[config.mk]
export PLATFORM = sky130hd
export DESIGN_NAME = mem_port_arbiter_flat
export DESIGN_NICKNAME = d
export VERILOG_FILES = /design/src/rtl/mem_port_arbiter_pkg.sv /design/src/rtl/mem_port_arbiter_if.sv /design/src/rtl/mem_port_arbiter_rr_arbiter2.sv /design/src/rtl/mem_port_arbiter.sv /design/src/flat_wrapper.sv
export SDC_FILE = /design/constraint.sdc
export NUM_CORES = 1
export LEC_CHECK = 0
export ABC_CLOCK_PERIOD_IN_PS = 1910
export BUFFER_PORTS_ARGS = -buffer_cell sky130_fd_sc_hd__buf_2
export CORE_MARGIN = 5
export CORE_UTILIZATION = 25
export CTS_CLUSTER_SIZE = 30
export DETAILED_ROUTE_END_ITERATION = 8
export HOLD_SLACK_MARGIN = 0.12
export SETUP_SLACK_MARGIN = 0.05
export SYNTH_ARGS = -nofsm -noshare
export SYNTH_HDL_FRONTEND = slang
export SYNTH_SLANG_ARGS = --single-unit
[constraint.sdc]
create_clock -name clk -period 1.91 [get_ports clk]
set_clock_uncertainty 0.2 [all_clocks]
set_input_delay 0.0955 -clock clk [delete_from_list [all_inputs] [get_ports clk]]
set_output_delay 0.0955 -clock clk [all_outputs]
set_load 0.01 [all_outputs]
[src/rtl/mem_port_arbiter_pkg.sv]
// Shared memory-command encodings and sequencer states for the RAM port arbiter.
// No logic; constants and one decode helper only.
// Encodings match the CPU FSM's MREAD/MWRITE values.
package mem_arb_pkg;

  localparam logic [1:0] MNONE  = 2'b00;
  localparam logic [1:0] MREAD  = 2'b01;
  localparam logic [1:0] MWRITE = 2'b10;

  typedef enum logic [1:0] {
    IDLE    = 2'd0,
    ISSUE   = 2'd1,
    CAPTURE = 2'd2,
    ACK     = 2'd3
  } state_e;

  // True only for commands that actually touch the RAM; 00 and 11 do not.
  function automatic logic is_access(input logic [1:0] cmd);
    return (cmd == MREAD) || (cmd == MWRITE);
  endfunction

endpackage

[src/rtl/mem_port_arbiter_if.sv]
// Bundle of both masters' request ports, the RAM port and the status outputs.
// Pure wiring, no latency.
// req/ack handshake: a master holds its request fields stable until ack.
interface mem_port_arbiter_if #(
  parameter int AW = 9,
  parameter int DW = 16
);

  logic          req0;
  logic          req1;
  logic [1:0]    cmd0;
  logic [1:0]    cmd1;
  logic [AW-1:0] addr0;
  logic [AW-1:0] addr1;
  logic [DW-1:0] wdata0;
  logic [DW-1:0] wdata1;
  logic          ack0;
  logic          ack1;
  logic [DW-1:0] rdata;
  logic          grant;
  logic          busy;
  logic [1:0]    mem_cmd;
  logic [AW-1:0] mem_addr;
  logic [DW-1:0] write_data;
  logic [DW-1:0] read_data;

  // Arbiter side.
  modport slave (
    input  req0, req1, cmd0, cmd1, addr0, addr1, wdata0, wdata1, read_data,
    output ack0, ack1, rdata, grant, busy, mem_cmd, mem_addr, write_data
  );

  // Environment side: the two masters plus the RAM.
  modport master (
    output req0, req1, cmd0, cmd1, addr0, addr1, wdata0, wdata1, read_data,
    input  ack0, ack1, rdata, grant, busy, mem_cmd, mem_addr, write_data
  );

endinterface

[src/rtl/mem_port_arbiter_rr_arbiter2.sv]
// Two-way round-robin winner selection for the RAM port.
// Combinational, zero latency.
// No backpressure; the parent decides when the result is used.
module rr_arbiter2 (
  input  logic [1:0] req,
  input  logic       last_grant,
  output logic       win,
  output logic       any
);

  // On a tie the master that was not served last wins; otherwise the lone requester.
  always_comb begin
    any = |req;
    if (req == 2'b11) begin
      win = ~last_grant;
    end else begin
      win = req[1];
    end
  end

endmodule

[src/rtl/mem_port_arbiter.sv]
// Shares one synchronous-read RAM between the CPU port (0) and a DMA/IO port (1).
// Request sampled in IDLE; ack after 3 cycles for reads, 2 for writes/none/illegal.
// One transaction in flight; the other master's req simply waits until IDLE.
module mem_port_arbiter
  import mem_arb_pkg::*;
#(
  parameter int AW = 9,
  parameter int DW = 16
) (
  input logic               clk,
  input logic               reset,
  mem_port_arbiter_if.slave bus
);

  state_e        state_q, state_d;
  logic [1:0]    cmd_q;
  logic [AW-1:0] addr_q;
  logic [DW-1:0] wdata_q;
  logic [DW-1:0] rdata_q;
  logic          grant_q;
  logic          last_grant_q;

  logic          win;
  logic          any;
  logic          load;
  logic [1:0]    mem_cmd_d;
  logic          ack0_d;
  logic          ack1_d;

  rr_arbiter2 u_rr (
    .req        ({bus.req1, bus.req0}),
    .last_grant (last_grant_q),
    .win        (win),
    .any        (any)
  );

  // Sequencer state register; reset abandons any transaction in flight.
  always_ff @(posedge clk or posedge reset) begin
    if (reset) begin
      state_q <= IDLE;
    end else begin
      state_q <= state_d;
    end
  end

  // Next-state and RAM/ack decode; mem_cmd is MNONE outside ISSUE/CAPTURE.
  always_comb begin
    state_d   = state_q;
    load      = 1'b0;
    mem_cmd_d = MNONE;
    ack0_d    = 1'b0;
    ack1_d    = 1'b0;
    case (state_q)
      IDLE: begin
        if (any) begin
          load    = 1'b1;
          state_d = ISSUE;
        end
      end
      ISSUE: begin
        mem_cmd_d = is_access(cmd_q) ? cmd_q : MNONE;
        state_d   = (cmd_q == MREAD) ? CAPTURE : ACK;
      end
      CAPTURE: begin
        mem_cmd_d = MREAD;
        state_d   = ACK;
      end
      ACK: begin
        ack0_d  = ~grant_q;
        ack1_d  = grant_q;
        state_d = IDLE;
      end
      default: begin
        state_d = IDLE;
      end
    endcase
  end

  // Latch the winner's request so a master dropping req early cannot corrupt it.
  always_ff @(posedge clk or posedge reset) begin
    if (reset) begin
      cmd_q   <= MNONE;
      addr_q  <= '0;
      wdata_q <= '0;
      grant_q <= 1'b0;
    end else if (load) begin
      if (win) begin
        cmd_q   <= bus.cmd1;
        addr_q  <= bus.addr1;
        wdata_q <= bus.wdata1;
      end else begin
        cmd_q   <= bus.cmd0;
        addr_q  <= bus.addr0;
        wdata_q <= bus.wdata0;
      end
      grant_q <= win;
    end
  end

  // Read data arrives the cycle after MREAD is presented, i.e. during CAPTURE.
  always_ff @(posedge clk or posedge reset) begin
    if (reset) begin
      rdata_q <= '0;
    end else if (state_q == CAPTURE) begin
      rdata_q <= bus.read_data;
    end
  end

  // Fairness history moves only on completion, so abandoned transactions do not count.
  always_ff @(posedge clk or posedge reset) begin
    if (reset) begin
      last_grant_q <= 1'b1;
    end else if (state_q == ACK) begin
      last_grant_q <= grant_q;
    end
  end

  assign bus.ack0       = ack0_d;
  assign bus.ack1       = ack1_d;
  assign bus.rdata      = rdata_q;
  assign bus.grant      = grant_q;
  assign bus.busy       = (state_q != IDLE);
  assign bus.mem_cmd    = mem_cmd_d;
  assign bus.mem_addr   = addr_q;
  assign bus.write_data = wdata_q;

endmodule
[src/flat_wrapper.sv]
// flat-port wrapper written by rule: the top's interface ports become plain ports
module mem_port_arbiter_flat import mem_arb_pkg::*;
#(
  parameter int AW = 9,
  parameter int DW = 16
)
  (clk, reset, bus_req0, bus_req1, bus_cmd0, bus_cmd1, bus_addr0, bus_addr1, bus_wdata0, bus_wdata1, bus_read_data, bus_ack0, bus_ack1, bus_rdata, bus_grant, bus_busy, bus_mem_cmd, bus_mem_addr, bus_write_data);
  mem_port_arbiter_if #(.AW(AW), .DW(DW)) bus_i ();
  input logic clk;
  input logic reset;
  input wire logic [$bits(bus_i.req0)-1:0] bus_req0;
  input wire logic [$bits(bus_i.req1)-1:0] bus_req1;
  input wire logic [$bits(bus_i.cmd0)-1:0] bus_cmd0;
  input wire logic [$bits(bus_i.cmd1)-1:0] bus_cmd1;
  input wire logic [$bits(bus_i.addr0)-1:0] bus_addr0;
  input wire logic [$bits(bus_i.addr1)-1:0] bus_addr1;
  input wire logic [$bits(bus_i.wdata0)-1:0] bus_wdata0;
  input wire logic [$bits(bus_i.wdata1)-1:0] bus_wdata1;
  input wire logic [$bits(bus_i.read_data)-1:0] bus_read_data;
  output wire logic [$bits(bus_i.ack0)-1:0] bus_ack0;
  output wire logic [$bits(bus_i.ack1)-1:0] bus_ack1;
  output wire logic [$bits(bus_i.rdata)-1:0] bus_rdata;
  output wire logic [$bits(bus_i.grant)-1:0] bus_grant;
  output wire logic [$bits(bus_i.busy)-1:0] bus_busy;
  output wire logic [$bits(bus_i.mem_cmd)-1:0] bus_mem_cmd;
  output wire logic [$bits(bus_i.mem_addr)-1:0] bus_mem_addr;
  output wire logic [$bits(bus_i.write_data)-1:0] bus_write_data;
  assign bus_i.req0 = bus_req0;
  assign bus_i.req1 = bus_req1;
  assign bus_i.cmd0 = bus_cmd0;
  assign bus_i.cmd1 = bus_cmd1;
  assign bus_i.addr0 = bus_addr0;
  assign bus_i.addr1 = bus_addr1;
  assign bus_i.wdata0 = bus_wdata0;
  assign bus_i.wdata1 = bus_wdata1;
  assign bus_i.read_data = bus_read_data;
  assign bus_ack0 = bus_i.ack0;
  assign bus_ack1 = bus_i.ack1;
  assign bus_rdata = bus_i.rdata;
  assign bus_grant = bus_i.grant;
  assign bus_busy = bus_i.busy;
  assign bus_mem_cmd = bus_i.mem_cmd;
  assign bus_mem_addr = bus_i.mem_addr;
  assign bus_write_data = bus_i.write_data;
  mem_port_arbiter #(.AW(AW), .DW(DW)) u_core (.clk(clk), .reset(reset), .bus(bus_i));
endmodule
==> flow_summary.ini <==
[outcome]
status = finished, final reports clean

[clock_tree]
cts_sinks = 47
clock_path_buffers = 2
path_clk_slew_ns = 0.09
htreeDepth = 2
clk_latency_ns = 0.30
cts_tree = done
root_buffer = clkbuf_8
numCtsBuffers = 5

[route]
routed_via_density = 4.41
wire_per_inst_um = 14.0
drt_iter0_markers = 47
drtAntennaViolNets = 0
first_pass_iters = 4
routed_wl_um = 7250
drc_errors = 0
vias = 2285

[place]
post_dp_cell_area_um2 = 2860
dp.cells = 434
hpwl_um = 4450
portBuffers = 120
gp_congestion = 0.713

[power_and_ir_drop]
leakage_nw = 1.79
p_per_area_nw_per_um2 = 1310
power.switching_mw = 1.90
swShare = 0.392
p_clk_frac = 0.121
combPwrFrac = 0.508
p_int_mw = 2.95
ir_drop_mv = 0.550
power_frac_seq = 0.370

[worst_setup_path]
r2r_setup_slack_ns = 0.19
critPathCaptureType = output port
max_stage_delay_ns = 0.42
cp_slowest_cell = dfrtp_1
critical_path.top_delay_family = flip-flops
critPathRequiredTime_ns = 1.61
worstSetupPathType = reg2out
path_cells = inv_2 -> ha_1 -> and4b_1 -> buf_2
path_buf_inv = 2
start_kind = flip-flop
worst-endpoint-arrival_ns = 1.45
cp_max_fo = 4

[synthesis]
ys_seq_elements = 47
yosys.area.top_type = dfrtp_1
seq_area_frac_synth = 0.550
synth_top_area_frac = 0.538
syn_area_per_cell_um2 = 10.1
synth.area.top_cells = dfrtp_1, a21oi_1, mux2_2
syn_nets = 291
syn_area_um2 = 2140
yosysWarnings = 0
syn-instance-count = 212
synth_cell_type_count = 22

[floorplan]
fp.dieH_um = 103
boundaryPins = 121
row_count = 33
start_util = 0.259
die_area_um2 = 10500
core_area_um2 = 8260
chipWidth_um = 103

[sta]
period_share = 0.915
setup-tns-final_ns = 0
rsz0062_at_grt = no
max_freq_mhz = 572
finalMaxSlewViolations = 0
hold_viol_final = 0
finalSetupViolCount = 0
slew_headroom = 0.472
period_needed_ns = 1.75
worstMarginPinSlew_ns = 0.787

[global_routing]
grt_pass1_wl_um = 11300
antenna_found_initial = 0
grt.overflow.total = 0
grt_use_total = 0.136
first_global_vias = 2473
grt_max_degree = 28

[layout]
final_area_um2 = 3710
area_growth_pct = 73.5
insertedDiodeCount = 0
layout-drive-gt1-share = 0.392
fin_nets = 491
stdcell_count = 518
fill_cells = 787

[run]
cap_violations = 0

[worst_hold_path]
hp-class = reg2reg
==> registers in the layout, summed over array words and instances, names as in the netlist <==
name and cells:
u_core.bus.rdata 16, u_core.bus.mem_addr 9, u_core.cmd_q 2, u_core.last_grant_q 1, u_core.state_q 2, u_core.bus.write_data 16
u_core.bus.grant 1
==> worst paths after layout <==
path,start,end,cells after the start
min,u_core.bus.rdata[15]$_DFFE_PP0N_,u_core.bus.rdata[15]$_DFFE_PP0N_,1
min reg2reg,u_core.bus.rdata[15]$_DFFE_PP0N_,u_core.bus.rdata[15]$_DFFE_PP0N_,1
min in group asynchronous,reset,u_core.bus.grant$_DFFE_PP0P_,4
max reg2reg,u_core.state_q[0]$_DFFE_PP0P_,u_core.state_q[0]$_DFFE_PP0P_,5
max in group asynchronous,reset,u_core.last_grant_q$_DFFE_PP1N_,5
max,u_core.state_q[1]$_DFFE_PP0P_,bus_mem_cmd[1],4
==> per-layer routing <==
| layer | GRT usage | wire length, µm | up-vias |
|---|---|---|---|
| met4 | 0.0474 | 153 | 0 |
| met1 | 0.152 | 2910 | 1051 |
| met5 | 0 | 0 | - |
| li1 | - | - | 1115 |
| met2 | 0.249 | 3630 | 103 |
| met3 | 0.0372 | 554 | 16 |
==> cells by family (layout without fill, tap and decap cells) <==
logic type      Yosys count  after routing  share of synthesized area
compound gates           64             65                      0.164
fa+ha+maj                 5              5                     0.0292
buf+inv                  17            217                     0.0497
flops                    47             47                      0.550
mux                      17             17                     0.0895
simple gates             62             62                      0.118
==> worst reg2reg max path: stages (launching register included) <==
cell and delay, ns:
dfrtp_1 0.39, inv_1 0.12, ha_1 0.18, or3b_2 0.48, o211ai_1 0.11, o21ai_0 0.13
==> power groups by stage <==
stage	logic, mW	registers (mW)	clock network, mW
3_3_place_gp	2.27	1.80	0
5_1_grt	2.73	1.86	0.661
2_1_floorplan	1.20	2.02	0
6_report	2.47	1.80	0.589
4_1_cts	2.46	1.79	0.620
3_5_place_dp	2.32	1.81	0
==> cell usage in the layout (no fill, tap or decap), types with 2 or more instances in the layout <==
cell type,count
o21ai_0,3
ha_1,5
o21a_1,2
nor2_1,28
inv_2,2
a21oi_1,55
dlygate4sd3_1,74
buf_2,120
clkbuf_8,5
mux2_2,17
dfrtp_1,46
nand2_1,29
buf_4,8
inv_1,3
==> final cells by class <==
| class | count | area (µm²) | area share |
|---|---|---|---|
| Timing Repair Buffer | 204 | 1430 | 0.386 |
| Sequential cell | 47 | 1180 | 0.317 |
| Multi-Input combinational cell | 149 | 867 | 0.234 |
| Tap cell | 105 | 131 | 0.0354 |
| Clock buffer | 6 | 72.6 | 0.0195 |
| Inverter | 5 | 18.8 | 0.00506 |
| Clock inverter | 2 | 12.5 | 0.00337 |
==> cell usage after synthesis <==
cell type / number
dfrtp_1: 46
o21ai_0: 3
a21boi_4: 1
buf_4: 6
a21oi_1: 55
or3b_2: 1
ha_1: 5
o211ai_1: 1
buf_6: 2
nand2_1: 29
buf_2: 4
and2_1: 1
nor2_1: 28
inv_1: 5
nor2b_1: 1
and4b_1: 1
nand2b_1: 1
dfstp_2: 1
o21a_1: 2
a21bo_2: 1
o21ai_2: 1
mux2_2: 17
==> metrics by stage <==
stage	power [mW]	util	hold slack (ns)	setup slack, ns
after floorplan	3.22	-	0.0244	0.189
after global placement	4.07	0.347	-0.105	0.243
after detailed placement	4.13	0.347	-0.106	0.133
after CTS	4.87	0.448	0.310	0.107
after global routing	5.25	0.450	0.320	0.0623
final	4.85	0.450	0.306	0.162
==> repair_timing <==
item                                   4_1_cts  5_1_grt
buffers inserted                             1        0
resized for setup                            0        2
pin swaps                                    0        0
cloned                                       0        1
hold buffers                                74        0
endpoints found under the hold margin       91        0
setup endpoints to repair                    1       19
No activity file was read; power rests on OpenSTA's default activity.
